$ cat config.mk
export PLATFORM = sky130hd
export DESIGN_NAME = sync_fifo_flags_flat
export DESIGN_NICKNAME = d
export VERILOG_FILES = /design/src/rtl/sync_fifo_flags_if.sv /design/src/rtl/sync_fifo_flags.sv /design/src/flat_wrapper.sv
export SDC_FILE = /design/constraint.sdc
export NUM_CORES = 1
export LEC_CHECK = 0
export ABC_AREA = 1
export BUFFER_PORTS_ARGS = -buffer_cell sky130_fd_sc_hd__buf_2
export CORE_MARGIN = 2
export CORE_UTILIZATION = 55
export DETAILED_ROUTE_END_ITERATION = 8
export GPL_ROUTABILITY_DRIVEN = 0
export PLACE_DENSITY = 0.75
export SETUP_SLACK_MARGIN = 0.4
export SYNTH_ARGS = -nofsm -noshare
export SYNTH_HDL_FRONTEND = slang
export SYNTH_SLANG_ARGS = --single-unit
$ cat constraint.sdc
create_clock -name clk -period 1.6 [get_ports clk]
set_input_delay 0.16 -clock clk [delete_from_list [all_inputs] [get_ports clk]]
set_output_delay 0.16 -clock clk [all_outputs]
set_load 0.005 [all_outputs]
$ cat src/rtl/sync_fifo_flags_if.sv
// Handshake/status bundle for sync_fifo_flags: the producer/consumer side drives
// through master, the FIFO itself attaches through slave.
interface sync_fifo_flags_if #(
  parameter int DSIZE = 8,
  parameter int ASIZE = 4
);
  logic             sclr;
  logic [DSIZE-1:0] wdata;
  logic             winc;
  logic             rinc;
  logic [DSIZE-1:0] rdata;
  logic             wfull;
  logic             rempty;
  logic             almost_full;
  logic             almost_empty;
  logic [ASIZE:0]   count;
  logic             overflow;
  logic             underflow;

  modport master (
    output sclr, wdata, winc, rinc,
    input  rdata, wfull, rempty, almost_full, almost_empty, count, overflow, underflow
  );

  modport slave (
    input  sclr, wdata, winc, rinc,
    output rdata, wfull, rempty, almost_full, almost_empty, count, overflow, underflow
  );
endinterface

$ cat src/rtl/sync_fifo_flags.sv
// Single-clock FIFO with registered full/empty/almost flags, occupancy count and
// sticky overflow/underflow. Define FIFO_FWFT_EN for first-word-fall-through rdata.
module sync_fifo_flags #(
  parameter int DSIZE    = 8,
  parameter int ASIZE    = 4,
  parameter int AF_LEVEL = 2**ASIZE-2,
  parameter int AE_LEVEL = 2
) (
  input  logic              clk,
  input  logic              rst,
  sync_fifo_flags_if.slave  bus
);
  localparam int             DEPTH  = 2**ASIZE;
  localparam logic [ASIZE:0] AF_LVL = AF_LEVEL[ASIZE:0];
  localparam logic [ASIZE:0] AE_LVL = AE_LEVEL[ASIZE:0];
  localparam logic [ASIZE:0] ONE    = {{ASIZE{1'b0}}, 1'b1};

  logic [DSIZE-1:0] mem [DEPTH];
  logic [ASIZE:0]   wptr, rptr, wptr_nxt, rptr_nxt, count_nxt;
  logic             wr_ok, rd_ok;

  // Acceptance uses the registered flags, so full+read still pops and
  // empty+write still pushes on the same edge.
  always_comb begin
    wr_ok     = bus.winc & ~bus.wfull;
    rd_ok     = bus.rinc & ~bus.rempty;
    wptr_nxt  = wr_ok ? wptr + ONE : wptr;
    rptr_nxt  = rd_ok ? rptr + ONE : rptr;
    count_nxt = bus.count;
    if (wr_ok && !rd_ok) count_nxt = bus.count + ONE;
    if (rd_ok && !wr_ok) count_nxt = bus.count - ONE;
  end

  always_ff @(posedge clk or posedge rst) begin
    if (rst) begin
      wptr             <= '0;
      rptr             <= '0;
      bus.count        <= '0;
      bus.wfull        <= 1'b0;
      bus.rempty       <= 1'b1;
      bus.almost_full  <= 1'b0;
      bus.almost_empty <= 1'b1;
      bus.overflow     <= 1'b0;
      bus.underflow    <= 1'b0;
    end else if (bus.sclr) begin
      wptr             <= '0;
      rptr             <= '0;
      bus.count        <= '0;
      bus.wfull        <= 1'b0;
      bus.rempty       <= 1'b1;
      bus.almost_full  <= 1'b0;
      bus.almost_empty <= 1'b1;
      bus.overflow     <= 1'b0;
      bus.underflow    <= 1'b0;
    end else begin
      wptr             <= wptr_nxt;
      rptr             <= rptr_nxt;
      bus.count        <= count_nxt;
      // Extra pointer MSB distinguishes full from empty when low bits match.
      bus.wfull        <= (wptr_nxt[ASIZE] != rptr_nxt[ASIZE]) &&
                          (wptr_nxt[ASIZE-1:0] == rptr_nxt[ASIZE-1:0]);
      bus.rempty       <= (wptr_nxt == rptr_nxt);
      bus.almost_full  <= (count_nxt >= AF_LVL);
      bus.almost_empty <= (count_nxt <= AE_LVL);
      if (bus.winc && bus.wfull)  bus.overflow  <= 1'b1;
      if (bus.rinc && bus.rempty) bus.underflow <= 1'b1;
    end
  end

  always_ff @(posedge clk) begin
    if (!rst && !bus.sclr && wr_ok) mem[wptr[ASIZE-1:0]] <= bus.wdata;
  end

`ifdef FIFO_FWFT_EN
  assign bus.rdata = mem[rptr[ASIZE-1:0]];
`else
  always_ff @(posedge clk or posedge rst) begin
    if (rst)                       bus.rdata <= '0;
    else if (!bus.sclr && rd_ok)   bus.rdata <= mem[rptr[ASIZE-1:0]];
  end
`endif

endmodule

$ cat src/flat_wrapper.sv
// flat-port wrapper written by rule: the top's interface ports become plain ports
module sync_fifo_flags_flat 
#(
  parameter int DSIZE    = 8,
  parameter int ASIZE    = 4,
  parameter int AF_LEVEL = 2**ASIZE-2,
  parameter int AE_LEVEL = 2
)
  (clk, rst, bus_sclr, bus_wdata, bus_winc, bus_rinc, bus_rdata, bus_wfull, bus_rempty, bus_almost_full, bus_almost_empty, bus_count, bus_overflow, bus_underflow);
  sync_fifo_flags_if #(.DSIZE(DSIZE), .ASIZE(ASIZE)) bus_i ();
  input  logic clk;
  input  logic rst;
  input wire logic [$bits(bus_i.sclr)-1:0] bus_sclr;
  input wire logic [$bits(bus_i.wdata)-1:0] bus_wdata;
  input wire logic [$bits(bus_i.winc)-1:0] bus_winc;
  input wire logic [$bits(bus_i.rinc)-1:0] bus_rinc;
  output wire logic [$bits(bus_i.rdata)-1:0] bus_rdata;
  output wire logic [$bits(bus_i.wfull)-1:0] bus_wfull;
  output wire logic [$bits(bus_i.rempty)-1:0] bus_rempty;
  output wire logic [$bits(bus_i.almost_full)-1:0] bus_almost_full;
  output wire logic [$bits(bus_i.almost_empty)-1:0] bus_almost_empty;
  output wire logic [$bits(bus_i.count)-1:0] bus_count;
  output wire logic [$bits(bus_i.overflow)-1:0] bus_overflow;
  output wire logic [$bits(bus_i.underflow)-1:0] bus_underflow;
  assign bus_i.sclr = bus_sclr;
  assign bus_i.wdata = bus_wdata;
  assign bus_i.winc = bus_winc;
  assign bus_i.rinc = bus_rinc;
  assign bus_rdata = bus_i.rdata;
  assign bus_wfull = bus_i.wfull;
  assign bus_rempty = bus_i.rempty;
  assign bus_almost_full = bus_i.almost_full;
  assign bus_almost_empty = bus_i.almost_empty;
  assign bus_count = bus_i.count;
  assign bus_overflow = bus_i.overflow;
  assign bus_underflow = bus_i.underflow;
  sync_fifo_flags #(.DSIZE(DSIZE), .ASIZE(ASIZE), .AF_LEVEL(AF_LEVEL), .AE_LEVEL(AE_LEVEL)) u_core (.clk(clk), .rst(rst), .bus(bus_i));
endmodule
==> results.ini <==
[status]
outcome = finished, violations left
violations = negative setup slack

[drt]
drtPass1Iterations = 6
wl_per_cell_um = 23.42
route.vias.total = 5901
drc = 0
routed_via_density = 6.205
drtAntennaViolNets = 0
drt_wl_total_um = 22270
drt_iter0_markers = 840

[layout]
num-nets-final = 790
drive_above_1_share_pct = 39.59
fin_cells = 951
diodes = 0
fillers = 630
syn_to_final_growth_pct = 38.41

[die]
die_y_um = 116.2
fp.dieW_um = 116.2
die-area_um2 = 13500
initial_utilization_pct = 56.94
ioPinCount = 32
core_area_um2 = 12160
rows = 40

[critical_path]
slowest_stage = dfrtp_2
path_max_fanout = 17
path_cells = buf_6, inv_2, buf_12, nand2_1, nand2_1, nand2_1, nand2_1, nand2_1, nor2_2, nand2_1, nor2_1
slowest_delay_ps = 400
critical_path_required_ps = 1960
path_common_cell = nand2_1
critical_path.startpoint_type = flip-flop
worstSetupEndpointType = flip-flop
criticalPathCategory = flip-flop to flip-flop
critPathArrivalTime_ps = 2090
reg2reg_depth = 11

[timing]
slew_headroom_pct = 66.52
maxSlewViolCount = 0
post-route-min-period_ps = 1732
fmax_mhz = 577.5
rsz0062_at_grt = yes
hold_violations = 0
worst_pin_slew_ps = 501.0
setup_viol = 28
finalSetupTns_ps = -805.1
finClkSkew_ps = 14.95
finalCritPeriodShare_pct = 108.2
fin_ws_ps = -131.7

[synth]
synth-seq-area-share_pct = 66.02
ys_ff_latch = 157
synthesis.nets = 689
ys_types = 29
syn_inst = 669
yosysWarnings = 0
syn_area_um2 = 6925
syn_avg_cell_area_um2 = 10.35

[placed_design]
port_buffers = 31
dp.cells = 867
dp_hpwl_um = 10670

[clocking]
clock_sinks = 157
cts_tree = done
cts_buffers = 17
cts_root_buf = clkbuf_16
cts_buffer_depth = 2
htreeDepth = 4
clock_latency_ps = 440
clk_pin_slew_ps = 70

[global_routing]
antenna_found_initial = 0
grt_pass1_wl_um = 28920
overflow = 0
grt_max_degree = 27
grt_pass1_vias = 5338
track_usage_pct = 29.74

[flow_run]
cap_viol_max_count = 0

[hold_path]
hold_depth = 1
hold_class = input port to flip-flop

[pwr]
power_density_nw_per_um2 = 1095
total_power_uw = 10490
peakVddDrop_mv = 1.110
p_leak_uw = 0.003702

==> cells in the final DEF (no fill, tap or decap), drive strengths merged, types with 2 or more instances in the layout <==
master and n:
buf 103, nor2 145, or2 16, nor3 5
clkbuf 22, dfstp 2, ha 7, clkinv 11
a21boi 8, xnor2 2, inv 47, o211ai 9
a21oi 13, edfxtp 128, nand3 45, o21ai 68
dfrtp 27, nand2 119
==> area by class of cell <==
type	instances	area, um^2	area share (%)
sequential	157	4586	47.84
multi-input combinational	440	2811	29.33
timing repair buffer	107	1210	12.62
clock buffer	19	432.9	4.516
inverter	47	221.5	2.310
tap	168	210.2	2.193
clock inverter	13	113.9	1.188
==> sequential cells by signal, indices dropped and copies added (netlist names) <==
register	count
u_core.mem	128
u_core.bus.overflow	1
u_core.bus.underflow	1
u_core.bus.rdata	8
u_core.wptr	5
u_core.rptr	5
u_core.bus.almost_empty	1
u_core.bus.wfull	1
u_core.bus.almost_full	1
u_core.bus.count	5
u_core.bus.rempty	1
==> cells in the mapped netlist <==
library cell,instances,area (um^2)
o211ai_1,9,67.56
nand2_2,2,12.51
nor2_4,3,33.78
buf_4,1,7.510
a21boi_1,8,60.06
buf_2,18,90.09
xor2_1,1,8.760
o21ai_1,3,15.01
xnor2_1,2,17.52
nand3_2,1,10.01
clkinv_1,2,7.510
a21oi_1,13,65.06
nand4_1,1,6.260
dfstp_2,2,52.55
nor3_1,5,25.02
nand3_1,44,220.2
buf_6,1,11.26
dfrtp_1,27,675.7
nor2_1,142,533.0
ha_1,7,87.58
inv_1,41,153.9
nand2_1,114,427.9
nand2_4,2,22.52
clkbuf_1,6,22.52
edfxtp_1,128,3844
nand3b_1,1,7.510
o21ai_0,65,325.3
or2_2,16,100.1
inv_2,4,15.01
==> kinds of logic (layout without fill, tap and decap cells) <==
family	count (synthesis)	count (layout)	share of synthesized area, %
flip-flops	157	157	66.02
AO/OA/AOI/OAI	98	98	7.696
XOR/XNOR	3	3	0.3795
AND/OR/NAND/NOR	331	332	20.20
buffers and inverters	73	186	4.445
adder cells (fa/ha/maj)	7	7	1.265
==> metal layers <==
layer,share of wire [%],vias up,track usage [%]
met4,5.9,0,14.68
met1,36,2874,37.01
met5,0,-,0
met2,49,439,49.24
li1,-,2465,-
met3,8.4,123,7.161
==> worst paths after layout <==
check                                     start              endpoint  slack (ps)
min reg2reg                u_core.bus.underflow  u_core.bus.underflow         570
min in group asynchronous                   rst        u_core.rptr[3]         270
max                              u_core.rptr[0]      u_core.bus.wfull        -130
max in group asynchronous                   rst     u_core.bus.rempty         600
max reg2reg                      u_core.rptr[0]      u_core.bus.wfull        -130
min                                bus_wdata[2]      u_core.mem[4][2]         130
==> report_power, final <==
group / internal [uW] / leakage [uW] / total [uW] / switching, uW
combinational: 881 / 0.00193 / 1960 / 1080
sequential: 4560 / 0.00150 / 4690 / 125
clock: 2140 / 0.000270 / 3840 / 1700
==> critical path: cells and delay by family, from the launching register on <==
family / cells / cell delay [ps]
and+or+nand+nor: 8 / 830
buffers and inverters: 3 / 420
DFF: 1 / 400
==> stage by stage <==
step	cell area (um^2)	hold WS, ps	utilization [%]	setup slack [ps]
after floorplan	7222	236.6	-	117.8
final	9585	128.3	78.82	-131.7
after detailed placement	7742	109.1	63.66	-3.723
after CTS	9091	107.6	74.75	59.95
after global routing	9585	130.1	78.82	-181.2
after global placement	7742	101.8	63.66	42.99
==> repair_timing <==
action | CTS | global route
cloned | 3 | 2
resized for setup | 92 | 107
buffers inserted | 32 | 14
endpoints found under the hold margin | 5 | 0
hold buffers | 1 | 0
pin swaps | 39 | 53
setup endpoints to repair | 154 | 160
(Power assumes the default switching activity.)
